`src/rtl/pll_drp_arbiter.sv`:
```
`default_nettype none
// ============================================================================
//  Module      : pll_drp_arbiter
//  Description : Shares one PLL dynamic reconfiguration port between up to
//                eight requesters. Each requester gets a one-deep slot, slots
//                are granted round-robin, one DRP access runs at a time and
//                every access is bounded by a timeout.
//  Revision    : 1.0 - initial release
// ============================================================================
module pll_drp_arbiter #(
    parameter int g_num_ports = 2,
    parameter int g_timeout   = 255
) (
    input  logic                        clk_sys_i,
    input  logic                        rst_i,
    input  logic [g_num_ports-1:0]      den_i,
    input  logic [g_num_ports-1:0]      dwe_i,
    input  logic [5*g_num_ports-1:0]    daddr_i,
    input  logic [16*g_num_ports-1:0]   di_i,
    output logic [15:0]                 do_o,
    output logic [g_num_ports-1:0]      drdy_o,
    output logic [g_num_ports-1:0]      err_o,
    output logic [g_num_ports-1:0]      busy_o,
    output logic                        ovf_o,
    output logic                        tmo_o,
    input  logic                        clr_i,
    output logic                        pll_den_o,
    output logic                        pll_dwe_o,
    output logic [4:0]                  pll_daddr_o,
    output logic [15:0]                 pll_di_o,
    input  logic [15:0]                 pll_do_i,
    input  logic                        pll_drdy_i
);

    localparam int          c_IW       = (g_num_ports > 1) ? $clog2(g_num_ports) : 1;
    localparam logic [15:0] c_TMO_LAST = 16'(g_timeout - 1);
    localparam logic [15:0] c_TMO_DATA = 16'hDEAD;

    typedef enum logic [0:0] {
        ST_IDLE = 1'b0,
        ST_WAIT = 1'b1
    } state_t;

    state_t                         r_state;
    state_t                         w_state_next;

    // Per-requester one-deep transaction slots
    logic [g_num_ports-1:0]         r_busy;
    logic [g_num_ports-1:0]         r_slot_dwe;
    logic [g_num_ports-1:0][4:0]    r_slot_addr;
    logic [g_num_ports-1:0][15:0]   r_slot_di;

    logic [c_IW-1:0]                r_last;
    logic [c_IW-1:0]                r_grant;
    logic [15:0]                    r_cnt;

    logic [15:0]                    r_do;
    logic [g_num_ports-1:0]         r_drdy;
    logic [g_num_ports-1:0]         r_err;
    logic                           r_ovf;
    logic                           r_tmo;
    logic                           r_pll_den;
    logic                           r_pll_dwe;
    logic [4:0]                     r_pll_daddr;
    logic [15:0]                    r_pll_di;

    logic [g_num_ports-1:0]         w_accept;
    logic [g_num_ports-1:0]         w_clr_mask;
    logic                           w_found;
    logic [c_IW-1:0]                w_sel;
    logic                           w_grant;
    logic                           w_done;
    logic                           w_tmo;

    // A strobe is taken only into an empty slot; anything else is an overflow
    assign w_accept = den_i & ~r_busy;

    // Round-robin search: walk offsets downward so the smallest offset above
    // the last grant is the one left standing
    always_comb begin
        w_found = 1'b0;
        w_sel   = '0;
        for (int i = g_num_ports; i >= 1; i--) begin
            if (r_busy[(int'(r_last) + i) % g_num_ports]) begin
                w_found = 1'b1;
                w_sel   = c_IW'((int'(r_last) + i) % g_num_ports);
            end
        end
    end

    // State register
    always_ff @(posedge clk_sys_i) begin
        if (rst_i) begin
            r_state <= ST_IDLE;
        end else begin
            r_state <= w_state_next;
        end
    end

    // Next-state logic and per-cycle control strobes
    always_comb begin
        w_state_next = r_state;
        w_grant      = 1'b0;
        w_done       = 1'b0;
        w_tmo        = 1'b0;
        case (r_state)
            ST_IDLE: begin
                if (w_found) begin
                    w_grant      = 1'b1;
                    w_state_next = ST_WAIT;
                end
            end
            ST_WAIT: begin
                // A ready arriving on the last allowed cycle still counts as success
                if (pll_drdy_i) begin
                    w_done       = 1'b1;
                    w_state_next = ST_IDLE;
                end else if (r_cnt == c_TMO_LAST) begin
                    w_tmo        = 1'b1;
                    w_state_next = ST_IDLE;
                end
            end
            default: begin
                w_state_next = ST_IDLE;
            end
        endcase
    end

    // Slot of the finishing access is released
    always_comb begin
        w_clr_mask = '0;
        if (w_done || w_tmo) begin
            w_clr_mask[r_grant] = 1'b1;
        end
    end

    // Slot capture, DRP drive, completion reporting and sticky flags
    always_ff @(posedge clk_sys_i) begin
        if (rst_i) begin
            r_busy      <= '0;
            r_slot_dwe  <= '0;
            r_slot_addr <= '0;
            r_slot_di   <= '0;
            r_last      <= c_IW'(g_num_ports - 1);
            r_grant     <= '0;
            r_cnt       <= '0;
            r_do        <= '0;
            r_drdy      <= '0;
            r_err       <= '0;
            r_ovf       <= 1'b0;
            r_tmo       <= 1'b0;
            r_pll_den   <= 1'b0;
            r_pll_dwe   <= 1'b0;
            r_pll_daddr <= '0;
            r_pll_di    <= '0;
        end else begin
            r_drdy    <= '0;
            r_err     <= '0;
            r_pll_den <= 1'b0;
            r_pll_dwe <= 1'b0;

            for (int k = 0; k < g_num_ports; k++) begin
                if (w_accept[k]) begin
                    r_slot_dwe[k]  <= dwe_i[k];
                    r_slot_addr[k] <= daddr_i[5*k +: 5];
                    r_slot_di[k]   <= di_i[16*k +: 16];
                end
            end
            // Accept only hits empty slots and release only hits full ones
            r_busy <= (r_busy | w_accept) & ~w_clr_mask;

            if (w_grant) begin
                r_grant     <= w_sel;
                r_pll_den   <= 1'b1;
                r_pll_dwe   <= r_slot_dwe[w_sel];
                r_pll_daddr <= r_slot_addr[w_sel];
                r_pll_di    <= r_slot_di[w_sel];
                r_cnt       <= '0;
            end else if (r_state == ST_WAIT) begin
                r_cnt <= r_cnt + 16'd1;
            end

            if (w_done) begin
                r_do            <= pll_do_i;
                r_drdy[r_grant] <= 1'b1;
                r_last          <= r_grant;
            end else if (w_tmo) begin
                r_do            <= c_TMO_DATA;
                r_drdy[r_grant] <= 1'b1;
                r_err[r_grant]  <= 1'b1;
                r_last          <= r_grant;
            end

            // Sticky flags: a new event outranks a simultaneous clear
            if (|(den_i & r_busy)) begin
                r_ovf <= 1'b1;
            end else if (clr_i) begin
                r_ovf <= 1'b0;
            end
            if (w_tmo) begin
                r_tmo <= 1'b1;
            end else if (clr_i) begin
                r_tmo <= 1'b0;
            end
        end
    end

    assign do_o        = r_do;
    assign drdy_o      = r_drdy;
    assign err_o       = r_err;
    assign busy_o      = r_busy;
    assign ovf_o       = r_ovf;
    assign tmo_o       = r_tmo;
    assign pll_den_o   = r_pll_den;
    assign pll_dwe_o   = r_pll_dwe;
    assign pll_daddr_o = r_pll_daddr;
    assign pll_di_o    = r_pll_di;

endmodule
`default_nettype wire

```
`config.mk`:
```
export PLATFORM = sky130hd
export DESIGN_NAME = pll_drp_arbiter
export DESIGN_NICKNAME = d
export VERILOG_FILES = /design/src/rtl/pll_drp_arbiter.sv
export SDC_FILE = /design/constraint.sdc
export NUM_CORES = 1
export LEC_CHECK = 0
export ABC_AREA = 1
export CORE_ASPECT_RATIO = 1.2
export CORE_MARGIN = 10
export CORE_UTILIZATION = 48
export DETAILED_ROUTE_END_ITERATION = 8
export PLACE_DENSITY = 0.86
export SETUP_SLACK_MARGIN = 0.15
export SLEW_MARGIN = 5
export SYNTH_ARGS = -nofsm -noshare
export SYNTH_HDL_FRONTEND = slang
export SYNTH_SLANG_ARGS = --single-unit
```
`constraint.sdc`:
```
create_clock -name clk_sys_i -period 1.45 [get_ports clk_sys_i]
set_clock_uncertainty 0.1 [all_clocks]
set_input_delay 0.145 -clock clk_sys_i [delete_from_list [all_inputs] [get_ports clk_sys_i]]
set_output_delay 0.145 -clock clk_sys_i [all_outputs]
set_load 0.02 [all_outputs]
```
======== Word-level counts from Yosys, hierarchy flattened ========
Cells that the tools add are included.
storage, ports and cells
  flip-flop bits (word level) ............. 110
  word-level logic and storage cells ...... 87
  input port bits ......................... 66
  output and inout port bits .............. 47
operators by class
  $lt $le $gt $ge ......................... 5
  muxes and demuxes ....................... 39
  bitwise logic cells ..................... 10
  reduce and logical (&&, ||, !) cells .... 9
  add/subtract/negate cells ............... 3
  equal/unequal tests ..................... 1
operators by type and width
  operator                                                                      count
  16-bit two-way mux                                                            4
  1-bit two-way mux                                                             28
  16-bit by 1-bit adder with 16-bit output, second input constant               1
  16-bit by 8-bit equality test with 1-bit output, second input constant        1
  5-bit two-way mux                                                             2
  2-bit OR reduction                                                            4
  2-bit AND                                                                     3
  2-bit by 3-bit less-than comparator with 1-bit output, second input constant  2
  2-bit two-way mux                                                             3
  2-bit nonzero test                                                            3
  1-bit by 2-bit less-than comparator with 1-bit output, second input constant  2
  2-bit NOT                                                                     2
  1-bit adder, second input constant                                            2
  1-bit AND, first input constant                                               2
  1-bit NOT                                                                     2
  2-bit bitwise OR                                                              1
  1-bit case mux with 2 select lines                                            1
  1-bit demux with 1-bit select                                                 1
  1-bit greater-or-equal comparator, second input constant                      1
  1-bit logical AND                                                             1
  1-bit logical OR                                                              1

======== Logic depth before layout (Yosys ltp) ========
Gate-level depths: netlist (run 1).
  depth in word-level cells ............... 11
  depth in mapped cells ................... 9
  depth with buffers taken out ............ 9

======== Worst setup path after synthesis (run 1) ========
No wires, ideal clock.
  path kind ............................... reg2reg
  from .................................... reg r_busy[0] (netlist: busy_o[0])
  to ...................................... reg r_slot_addr[0] (netlist bit)
  arrival time ............................ 1.162 ns
  clock period less this slack ............ 1.327 ns
  buffers on the path ..................... 1
  stages on the path, launching flop included .. 6
  slack ................................... 0.123 ns
  library setup time ...................... 0.065 ns
  required time ........................... 1.285 ns
  cell sequence ........................... dfxtp_1 > nor2_1 > inv_1 > clkbuf_1 > nor2_1 > nor2_1
between the ends
  longest elaborated chain between the ends .. 2
ends and longest elaborated chain
  what                             RTL line  text
  from (decl)                      48        logic [g_num_ports-1:0] r_busy;
  from (signal assigned)           170       r_busy <= (r_busy | w_accept) & ~w_clr_mask;
  2-bit NOT                        76        assign w_accept = den_i & ~r_busy;
  2-bit AND                        76
  to (signal, indexed assignment)  165       r_slot_addr[k] <= daddr_i[5*k +: 5];
  to (decl)                        50        logic [g_num_ports-1:0][4:0] r_slot_addr;
No other way between the ends.
A chain may end at the register's enable or synchronous reset.

======== Final worst setup path (run 1) ========
  from .................................... reg r_state
  to ...................................... reg r_cnt[15]
between the ends
  longest elaborated chain between the ends .. 2
ends and longest elaborated chain
  what                                 RTL line  text
  from (decl)                          44        state_t r_state;
  from (signal assigned)               96        r_state <= w_state_next;
  1-bit two-way mux                    106       case (r_state)
  2-bit OR reduction (no source line)  n/a
  to (signal assigned)                 180       r_cnt <= r_cnt + 16'd1;
  to (decl)                            55        logic [15:0] r_cnt;
Parallel ways exist; a longest one is shown, timed or not.

==> summary.txt, run 1 <==
Clock network
  – CTS tree: yes
  – Clock transition at path regs: 120 ps
  – H-tree depth: 3
  – CTS sink count: 110
  – Clock Root Buffer: clkbuf_8
  – Cts bufs inserted: 9
  – Clock Path Buffers: 2
  – Hold Buf Count CTS: 0
  – Clock latency on the worst-skew pair: 380 ps

Yosys
  – Sequential area share after synthesis: 52.6%
  – Synth Warn #: 0
  – Mapped Avg Cell Area: 7.60 sq um
  – Cell Area, Synth: about 4200 sq um
  – Syn Nets: 619
  – Synth Register Bits: 110
  – Post-Syn Instances: 551
  – Unique masters post-synth: 30

Floorplanning
  – Die X: 105 um
  – Starting Density: 48.9%
  – Core footprint: between 8000 and 9000 sq um
  – Total Die Area: 12,900 sq um
  – Height of the die: 122 um
  – I/O pins: between 100 and 150
  – Row cnt: 37

Placement
  – Dpl cells: 785
  – Hpwl dp: roughly 9 mm
  – IO Port Bufs: 112
  – RD Place Congestion: 0.876
  – Dpl ws: -108 ps

Global route
  – Largest net degree at the start of global routing: 49
  – Vias in the first global route: about 4,600
  – GRT Overall Usage: between 20% and 30%
  – First-pass GRT wire length: 22.2 mm
  – Initial antenna violation count: 0
  – Aggregate global routing overflow: 0

Setup path
  – R2R Path Start: r_state$_SDFF_PP0_
  – Worst setup SP type: flop
  – Crit Path Max Fanout: 9
  – Worst EP required: 1620 ps
  – Reg2reg path depth: 7
  – R2R Setup Slk: -80 ps
  – Largest stage delay on the critical path: ~430 ps
  – Crit Path Class: reg2reg
  – R2r endpoint: r_cnt[15]$_SDFFE_PP0P_
  – Worst path cell trace: clkinv_8 > nor3_4 > nand2_1 > nor2_4 > nand3_1 > nand2_1 > nor2_1
  – Arrival time worst endpoint: 1700 ps
  – Slowest cell on the critical path: dfxtp_4
  – Crit-path most repeated cell: nand2_1
  – Crit end category: flop

Timing
  – Worst slew pin tran: 350 ps
  – Final hold vios: 0
  – Slew Limit Fails: 0
  – Fin crit period: 1530 ps
  – Maximum clock rate: between 0.6 and 0.7 GHz
  – Slew margin rel.: 76.6%
  – Final period util: 106%
  – Worst hold margin: 245 ps
  – Final setup margin: -83.7 ps
  – RSZ-0062 raised after global routing: true
  – Final setup violation count: 22

Power and ir drop
  – LEAKAGE: ~2.6 nW
  – Total design power: 6.64 mW
  – PwrDens: 1010 nW/um^2
  – Maximum vdd drop: 0.683 mV

Status
  – Status: complete, but fails checks
  – Failing checks: negative setup slack

Route
  – DR iter-0 viols: 410
  – Vias per cell: approximately 5.7
  – Routed len/inst: 20.0 um
  – Pre-antenna DRT Iters: 5
  – Remaining DRCs: 0
  – Final wirelength: roughly 17 mm
  – Routed Antenna Nets: 0
  – Total number of vias: between 4,000 and 5,000

Final layout
  – Final core utilization: 76.8%
  – Layout cells sized above 1: 33.5%
  – Layout Nets: 780
  – Layout fillers: 508
  – Syn-to-layout area delta: 57.0%
  – Antenna Cells: 0
  – Non-filler cells, final: ~830

Worst hold path
  – Worst hold path endpoint: do_o[6]$_SDFFE_PP0N_
  – Worst Hold Path Cells: 3
  – Hold Path Class: in2reg
  – Min-delay src: pll_do_i[6]

Job
  – Max-Cap Viols: 0
power by group:
| group | leakage (nW) | switching (mW) | internal [mW] |
|---|---|---|---|
| logic | 1.63 | 0.721 | 0.574 |
| registers | 0.910 | 0.160 | 3.22 |
| clock network | 0.0993 | 1.11 | 0.858 |
| total | 2.64 | 1.99 | 4.65 |
cell usage after synthesis:
| master | number | area, sq um |
|---|---|---|
| inv_2 | 5 | 18.8 |
| xor2_1 | 3 | 26.3 |
| nor4_2 | 2 | 25.0 |
| nor3_1 | 1 | 5.00 |
| nand3_1 | 14 | 70.1 |
| nor2_1 | 139 | 522 |
| nand3_2 | 1 | 10.0 |
| o21ai_1 | 21 | 105 |
| buf_6 | 2 | 22.5 |
| o21ai_2 | 1 | 8.76 |
| a31oi_1 | 12 | 75.1 |
| buf_2 | 7 | 35.0 |
| a21oi_1 | 18 | 90.1 |
| nand2_1 | 89 | 334 |
| or2_0 | 2 | 12.5 |
| or2_2 | 1 | 6.26 |
| clkbuf_1 | 18 | 67.6 |
| dfxtp_1 | 110 | 2200 |
| o21ai_0 | 69 | 345 |
| nand4_1 | 5 | 31.3 |
| clkbuf_2 | 1 | 5.00 |
| ha_1 | 2 | 25.0 |
| inv_1 | 16 | 60.1 |
| nor2_2 | 3 | 18.8 |
| clkinv_1 | 1 | 3.75 |
| xnor2_1 | 2 | 17.5 |
| a22oi_1 | 1 | 7.51 |
| nand2_2 | 2 | 12.5 |
| o22ai_1 | 1 | 6.26 |
| nor3_2 | 2 | 20.0 |
placed cells by master (no fill, tap or decap), types with 3 or more instances in the layout:
master / count
nand2_4: 8
nand2_2: 11
dfxtp_4: 8
buf_12: 7
inv_1: 12
a21oi_1: 11
o21ai_0: 42
clkdlybuf4s50_1: 65
clkbuf_2: 31
buf_2: 6
dfxtp_1: 96
clkdlybuf4s15_2: 7
nand3_1: 3
o21ai_1: 31
clkbuf_8: 10
nor2_2: 10
dfxtp_2: 6
o21ai_2: 15
buf_4: 43
nor2_4: 13
a31oi_1: 10
nand4_1: 5
buf_6: 14
nor2_1: 119
a21oi_2: 7
inv_2: 6
nand3_2: 6
o21ai_4: 3
nand2_1: 72
xor2_1: 3
nand3_4: 6
metal layers:
metal | routed length [um] | track usage, % | vias up
li1 | - | - | 2119
met1 | 5950 | 22.3 | 2228
met2 | 8600 | 38.2 | 306
met3 | 1240 | 4.82 | 79
met4 | 923 | 11.3 | 0
met5 | 0 | 0 | -
cell families (layout without fill, tap and decap cells):
| group | Yosys count | count (layout) | synth area share, % |
|---|---|---|---|
| flip-flops | 110 | 110 | 52.6 |
| AND/OR/NAND/NOR | 261 | 261 | 25.5 |
| AO/OA/AOI/OAI | 123 | 123 | 15.2 |
| buffers and inverters | 50 | 216 | 5.08 |
| XOR/XNOR | 5 | 5 | 1.05 |
| adder cells (fa/ha/maj) | 2 | 2 | 0.597 |
registers in the layout (all words and copies together), names as in the netlist, 2 cells and up:
name and flops:
pll_di_o 16, r_cnt 16, r_slot_dwe 2, drdy_o 2, r_slot_addr 10, err_o 2
r_slot_di 32, busy_o 2, do_o 16, pll_daddr_o 5
cell type report:
type / count / area [sq um] / area share (%)
tap: 117 / 146 / 2.23
clock inverter: 6 / 67.6 / 1.03
inverter: 22 / 100 / 1.52
multi-input combinational: 391 / 2280 / 34.7
sequential: 110 / 2240 / 34.0
timing repair buffer: 178 / 1600 / 24.4
clock buffer: 10 / 138 / 2.09
per-stage QoR:
step,cell area (sq um),setup TNS [ps]
after detailed placement,5670,-1970
after global routing,6580,-1630
after global placement,5670,-1510
final,6580,-747
after CTS,6180,0
after floorplan,4210,0
worst max-delay path by stage:
stage	slack, ps	end	startpoint
CTS	50	err_o[1]$_SDFF_PP0_	r_cnt[1]$_SDFFE_PP0P_
global route	-120	do_o[11]$_SDFFE_PP0N_	r_cnt[0]$_SDFFE_PP0P_
global placement	-80	r_slot_di[10]$_SDFFE_PP0P_	den_i[0]
finish	-80	r_cnt[15]$_SDFFE_PP0P_	r_state$_SDFF_PP0_
floorplan	150	r_last$_SDFFE_PP1N_	r_cnt[0]$_SDFFE_PP0P_
detailed placement	-110	r_slot_di[8]$_SDFFE_PP0P_	den_i[0]
critical path, delay by kind of cell (launching register included):
kind                   cells  cell delay [ps]
flip-flops                 1              430
AND/OR/NAND/NOR            6              790
buffers and inverters      1              100
timing repair:
| action | CTS | global route |
|---|---|---|
| cloned | 1 | 3 |
| setup buffers | 11 | 18 |
| setup endpoints to repair | 100 | 105 |
| gates resized for setup | 165 | 164 |
| pin swaps | 14 | 30 |
Power figures use the tool's default switching activity.
==> run 2: changes to the inputs <==
--- a/config.mk
+++ b/config.mk
@@ -6,11 +6,14 @@
 export NUM_CORES = 1
 export LEC_CHECK = 0
 export ABC_AREA = 1
+export CELL_PAD_IN_SITES_DETAIL_PLACEMENT = 0
+export CELL_PAD_IN_SITES_GLOBAL_PLACEMENT = 2
 export CORE_ASPECT_RATIO = 1.2
 export CORE_MARGIN = 10
-export CORE_UTILIZATION = 48
+export CORE_UTILIZATION = 26
 export DETAILED_ROUTE_END_ITERATION = 8
-export PLACE_DENSITY = 0.86
+export HOLD_SLACK_MARGIN = 0.02
+export PLACE_DENSITY = 0.85
 export SETUP_SLACK_MARGIN = 0.15
 export SLEW_MARGIN = 5
 export SYNTH_ARGS = -nofsm -noshare
==> run 2 against run 1 <==
Compared with the run above: non-clock buffer count decreased by 5; the run now ends clean; sequential cell count stayed put; die area grew 68%; final cell count up 10%; global-route usage fell by 8.8 points; core utilization shrank 34 points; worst setup slack improved by 120 ps; count of clock-buffer cells in the layout grew 2; sequential share of layout area down 0.84 points.
==> summary.txt, run 2 (synthesis gave the netlist of run 1 again) <==
Floorplanning
  – I/O pins: 113
  – Starting Density: a little over a quarter
  – Die X: 136 um
  – Core footprint: 15,700 sq um
  – Total Die Area: 21,600 sq um
  – Height of the die: 159 um
  – Row cnt: 50

Clock network
  – Hold Buf Count CTS: 0
  – Clock Path Buffers: 2
  – CTS sink count: 110
  – H-tree depth: 3
  – CTS tree: yes
  – Clock transition at path regs: about 70 ps
  – Cts bufs inserted: 9
  – Clock latency on the worst-skew pair: 350 ps
  – Clock Root Buffer: clkbuf_16

Placement
  – Hpwl dp: 10.0 mm
  – Dpl cells: 885
  – RD Place Congestion: 0.864
  – Placed inst area: 5860 sq um
  – IO Port Bufs: 112

Route
  – Routed len/inst: 15.3 um
  – Routed Antenna Nets: 0
  – Final wirelength: 14.1 mm
  – Total number of vias: 4,192
  – Met1 WL: 5.87 mm
  – DR iter-0 viols: 209
  – Vias per cell: 4.56
  – Remaining DRCs: 0
  – Top Layer Used: met4
  – Pre-antenna DRT Iters: 4
  – Metal2 WL: 7.21 mm
  – Routed wl met3: 774 um

Final layout
  – Max FFs per register: 32
  – Area taken by multi-input logic gates: about 2100 sq um
  – Commonest non-fill, non-tap cell in the layout: nor2_1
  – Layout fillers: approximately 1,600
  – Layout Nets: 776
  – Final core utilization: 42.8%
  – Reg area: 2230 sq um
  – Non-filler cells, final: 920
  – Layout cells sized above 1: 26.0%
  – Syn-to-layout area delta: 60.3%
  – Reg with most FFs: r_slot_di
  – Antenna Cells: 0
  – Most frequent cells in the layout: nor2_1 (127), dfxtp_1 (98), nand2_1 (76), clkdlybuf4s50_1 (65), o21ai_0 (54)
  – Design Area, Final: 6710 sq um

Setup path
  – Crit Path Class: reg2reg
  – R2R Path Start: r_cnt[0]$_SDFFE_PP0P_
  – Crit path from: r_cnt[0]$_SDFFE_PP0P_
  – Crit Path Max Fanout: 4
  – Worst EP required: around 1600 ps
  – Worst setup SP type: flop
  – R2R Setup Slk: 30 ps
  – Arrival time worst endpoint: 1590 ps
  – Crit end category: flop

Timing
  – Fin crit period: roughly 1400 ps
  – RSZ-0062 raised after global routing: true
  – Worst hold margin: 254 ps
  – Final period util: roughly 100%
  – Slew margin rel.: 79.7%
  – Slew Limit Fails: 0
  – Maximum clock rate: slightly above 0.7 GHz
  – Worst slew pin tran: 304 ps
  – Final hold vios: 0
  – Final setup violation count: 0

Global route
  – First-pass GRT wire length: 21.3 mm
  – Largest net degree at the start of global routing: 49
  – GRT Overall Usage: 12.3%
  – Aggregate global routing overflow: 0
  – Initial antenna violation count: 0
  – Vias in the first global route: 4,150

Worst hold path
  – Min-delay src: pll_do_i[4]
  – Hold Path Class: in2reg

Job
  – Max-Cap Viols: 0

Status
  – Status: complete, no violations

Power and ir drop
  – Maximum vdd drop: 0.612 mV
  – PwrDens: 1090 nW/um^2
  – LEAKAGE: 2.62 nW
## run 2: path summary, 6_finish.rpt
| check | depth (start not counted) | to |
|---|---|---|
| setup / recovery | 7 | r_cnt[6]$_SDFFE_PP0P_ |
| hold / removal | 3 | do_o[4]$_SDFFE_PP0N_ |
| setup reg to reg | 7 | r_cnt[6]$_SDFFE_PP0P_ |
| hold reg to reg | 2 | pll_di_o[14]$_SDFFE_PP0P_ |
## run 2: final cells by class
| type | count | share of cell area, % |
|---|---|---|
| timing repair inverter | 1 | 0.112 |
| clock buffer | 12 | 3.82 |
| tap | 208 | 3.88 |
| sequential | 110 | 33.2 |
| inverter | 22 | 1.53 |
| multi-input combinational | 391 | 31.5 |
| timing repair buffer | 173 | 24.9 |
| clock inverter | 3 | 1.01 |
## run 2: critical path: stages, from the launching register on
cell	delay (ps)
dfxtp_4	380
buf_4	120
ha_4	120
nand2_2	70
nor2_4	160
nand2_2	70
or2_0	200
a21oi_1	110
## run 2: power breakdown
group          switching, mW  internal (mW)
Clock                   1.10           1.60
Combinational          0.675          0.610
Sequential             0.140           3.22
Total                   1.92           5.43
## run 2: routing by layer
layer | track usage, % | vias up
li1 | - | 2108
met1 | 14.1 | 1957
met2 | 20.8 | 105
met3 | 3.94 | 22
met4 | 3.93 | 0
met5 | 0 | -
## run 2: per-stage QoR
stage	TNS, ps	worst slack (ps)	power [mW]
after floorplan	0	153	3.90
after global placement	-2020	-76.2	4.54
after detailed placement	-2030	-92.2	4.56
after CTS	0	35.5	7.25
after global routing	-41.7	-16.0	7.68
final	0	34.9	7.35
## run 2: repair_timing
action	CTS	global route
hold endpoints to repair	0	0
buffers inserted	7	9
pin swaps	1	24
setup endpoints to repair	104	108
gates resized for setup	94	137
gates cloned	1	3
==> run 3: changes to the inputs <==
--- a/config.mk
+++ b/config.mk
@@ -5,15 +5,14 @@
 export SDC_FILE = /design/constraint.sdc
 export NUM_CORES = 1
 export LEC_CHECK = 0
-export ABC_AREA = 1
 export CELL_PAD_IN_SITES_DETAIL_PLACEMENT = 0
 export CELL_PAD_IN_SITES_GLOBAL_PLACEMENT = 2
 export CORE_ASPECT_RATIO = 1.2
 export CORE_MARGIN = 10
-export CORE_UTILIZATION = 26
+export CORE_UTILIZATION = 28
 export DETAILED_ROUTE_END_ITERATION = 8
 export HOLD_SLACK_MARGIN = 0.02
-export PLACE_DENSITY = 0.85
+export PLACE_DENSITY = 0.86
 export SETUP_SLACK_MARGIN = 0.15
 export SLEW_MARGIN = 5
 export SYNTH_ARGS = -nofsm -noshare
==> run 3 against run 2 <==
Compared with the run above: the flow now finishes with violations (negative setup slack); critical path type unchanged; synthesized area is 1.4% higher; combinational power is 25% higher; global-route usage rose by 0.98 points; sequential power shrank 3%; clock power is 6% higher.
==> summary.txt, run 3 <==
Clock network
  – CTS tree: yes
  – Hold Buf Count CTS: 0
  – Clock Path Buffers: 2
  – Clock transition at path regs: 80 ps
  – Clock Root Buffer: clkbuf_16
  – H-tree depth: 3
  – Clock latency on the worst-skew pair: 350 ps
  – Cts bufs inserted: 9
  – CTS sink count: 110

Worst hold path
  – Hold Path Class: in2reg
  – Min-delay src: rst_i

Route
  – Total number of vias: 4,074
  – Routed Antenna Nets: 0
  – DR iter-0 viols: 218
  – Routed len/inst: 17.6 um
  – Remaining DRCs: 0
  – Pre-antenna DRT Iters: 4
  – Final wirelength: 15.4 mm
  – Vias per cell: 4.67

Floorplanning
  – Die X: 132 um
  – Height of the die: 155 um
  – Starting Density: roughly 28%
  – Core footprint: 15,000 sq um
  – Row cnt: 49
  – Total Die Area: 20,500 sq um
  – I/O pins: about 110

Yosys
  – Post-Syn Instances: just under 500
  – Most numerous cell in the Yosys netlist: nand2_1
  – Syn Nets: 550
  – Mapped Avg Cell Area: 8.81 sq um
  – Post-synth EDFFs: 0
  – Synth Warn #: 0
  – Top cells by area, synth: dfxtp_1 (52%), nand2_1 (11%), mux2i_1 (8.0%), a21oi_1 (6.0%), o21ai_0 (3.1%)
  – Unique masters post-synth: 40
  – Cell Area, Synth: 4250 sq um
  – Async SR Flop Fraction: 0%
  – Ys flop type: dfxtp_1
  – Biggest area consumer among synthesized cells: dfxtp_1
  – Sequential area share after synthesis: 51.9%
  – Commonest cells in the netlist: nand2_1 (119), dfxtp_1 (110), a21oi_1 (51)
  – Synth Register Bits: 110
  – Share of the synthesized area in the top cell type: 51.9%

Setup path
  – Crit Path Max Fanout: 5
  – Crit Path Class: reg2reg
  – Crit path from: r_cnt[11]$_SDFFE_PP0P_
  – Worst EP required: 1590 ps
  – R2R Path Start: r_cnt[11]$_SDFFE_PP0P_
  – Crit end category: flop
  – Arrival time worst endpoint: 2430 ps
  – Worst path cell trace: or4_1 > or4_4 > buf_4 > buf_6 > buf_6 > buf_6 > nor2_4 > buf_6 > o32ai_1
  – Buf+Inv Stages, Crit Path: 5
  – Worst setup SP type: flop
  – Largest stage delay on the critical path: between 500 and 600 ps
  – Top delay family on crit path: simple AND/OR/NAND/NOR gates
  – Crit-path most repeated cell: buf_6
  – Slowest cell on the critical path: or4_1

Final layout
  – Layout Nets: approximately 730
  – Non-filler cells, final: 873
  – Max FFs per register: 32
  – Antenna Cells: 0
  – Most frequent cells in the layout: dfxtp_1 (98), nand2_1 (86), clkdlybuf4s50_1 (64), a21oi_2 (37), buf_4 (36)
  – Design Area, Final: 7680 sq um
  – Commonest non-fill, non-tap cell in the layout: dfxtp_1
  – Layout cells sized above 1: 39.3%
  – Syn-to-layout area delta: 80.9%
  – Reg with most FFs: r_slot_di

Power and ir drop
  – Maximum vdd drop: 0.545 mV
  – PwrDens: about 1000 nW/um^2
  – LEAKAGE: ~3.2 nW

Timing
  – Final setup margin: -845 ps
  – Final setup violation count: 53
  – Fin crit period: between 2000 and 2500 ps
  – RSZ-0062 raised after global routing: true
  – Worst slew pin tran: approximately 560 ps
  – Maximum clock rate: 0.436 GHz
  – Worst hold margin: 37.1 ps
  – Final hold vios: 0
  – Sum of negative setup slack: -21,980 ps
  – Slew margin rel.: 62.8%
  – Final period util: 158%
  – Slew Limit Fails: 0

Status
  – Failing checks: negative setup slack
  – Status: complete, but fails checks

Global route
  – First-pass GRT wire length: about 22 mm
  – GRT Overall Usage: 13.2%
  – Initial antenna violation count: 0
  – Largest net degree at the start of global routing: 37
  – Vias in the first global route: 4,131
  – Aggregate global routing overflow: 0

Job
  – Max-Cap Viols: 0

Placement
  – Placed inst area: 6020 sq um
  – Hpwl dp: 8.98 mm
  – RD Place Congestion: 0.731
  – Dpl cells: 809
  – IO Port Bufs: 112
==> run 3: cell count changes after synthesis, moves of 21 or more <==
cell     delta
a21oi_1    +33
mux2i_1    +34
nand2_1    +30
nor2_1    -120
o21ai_0    -43
o21ai_1    -21
==> run 3: final cells by class <==
class                      count  area (sq um)
clock buffer                   9           225
clock inverter                 7           119
fill                        1360          7280
inverter                      10          40.0
multi-input combinational    331          2550
sequential                   110          2230
tap                          204           255
timing repair buffer         202          2270
==> run 3: per-layer routing <==
layer	vias up	global-route usage, %	share of wire, %
li1	1997	-	-
met1	1982	15.2	41
met2	82	23.5	54
met3	13	3.67	4.5
met4	0	3.73	1.1
met5	-	0	0
==> run 3: kinds of logic (layout without fill, tap and decap cells) <==
family                   after synthesis  in the layout  share of synthesized area, %
flip-flops                           110            110                          51.9
buffers and inverters                 41            228                          4.45
multiplexers                          34             34                          8.01
AO/OA/AOI/OAI                        100            100                          13.6
XOR/XNOR                              11             11                          2.27
adder cells (fa/ha/maj)                2              2                         0.589
AND/OR/NAND/NOR                      184            184                          19.2
==> run 3: power by group <==
group	internal [mW]	switching (mW)
logic	0.857	0.740
registers	3.16	0.0944
clock network	1.70	1.17
total	5.72	2.00
==> run 3: through the flow <==
step                setup WS [ps]  utilization (%)  power [mW]
detailed placement           -904             40.3        4.36
CTS                          -837             46.4        7.44
finish                       -845             51.3        7.72
global route                 -887             51.3        7.99
global placement             -852             40.3        4.35
floorplan                    -851                -        3.81
==> run 3: timing repair <==
item | 4_1_cts | 5_1_grt
gates resized for setup | 138 | 158
pin swaps | 27 | 73
buffers inserted | 22 | 14
setup endpoints to repair | 106 | 98
cloned | 7 | 6
==> run 3: worst register-to-register path, stage by stage, from the launching register on <==
cell and delay, ps:
dfxtp_2 320, or4_1 520, or4_4 440, buf_4 150
buf_6 110, buf_6 100, buf_6 120, nor2_4 110
buf_6 120, o32ai_1 80
==> run 3: path summary, 6_finish.rpt <==
kind | to | slack [ps] | cells past startpoint
hold / removal | r_state$_SDFF_PP0_ | 40 | 2
setup reg to reg | do_o[8]$_SDFFE_PP0N_ | -850 | 9
hold reg to reg | pll_daddr_o[0]$_SDFFE_PP0P_ | 350 | 2
setup / recovery | do_o[8]$_SDFFE_PP0N_ | -850 | 9
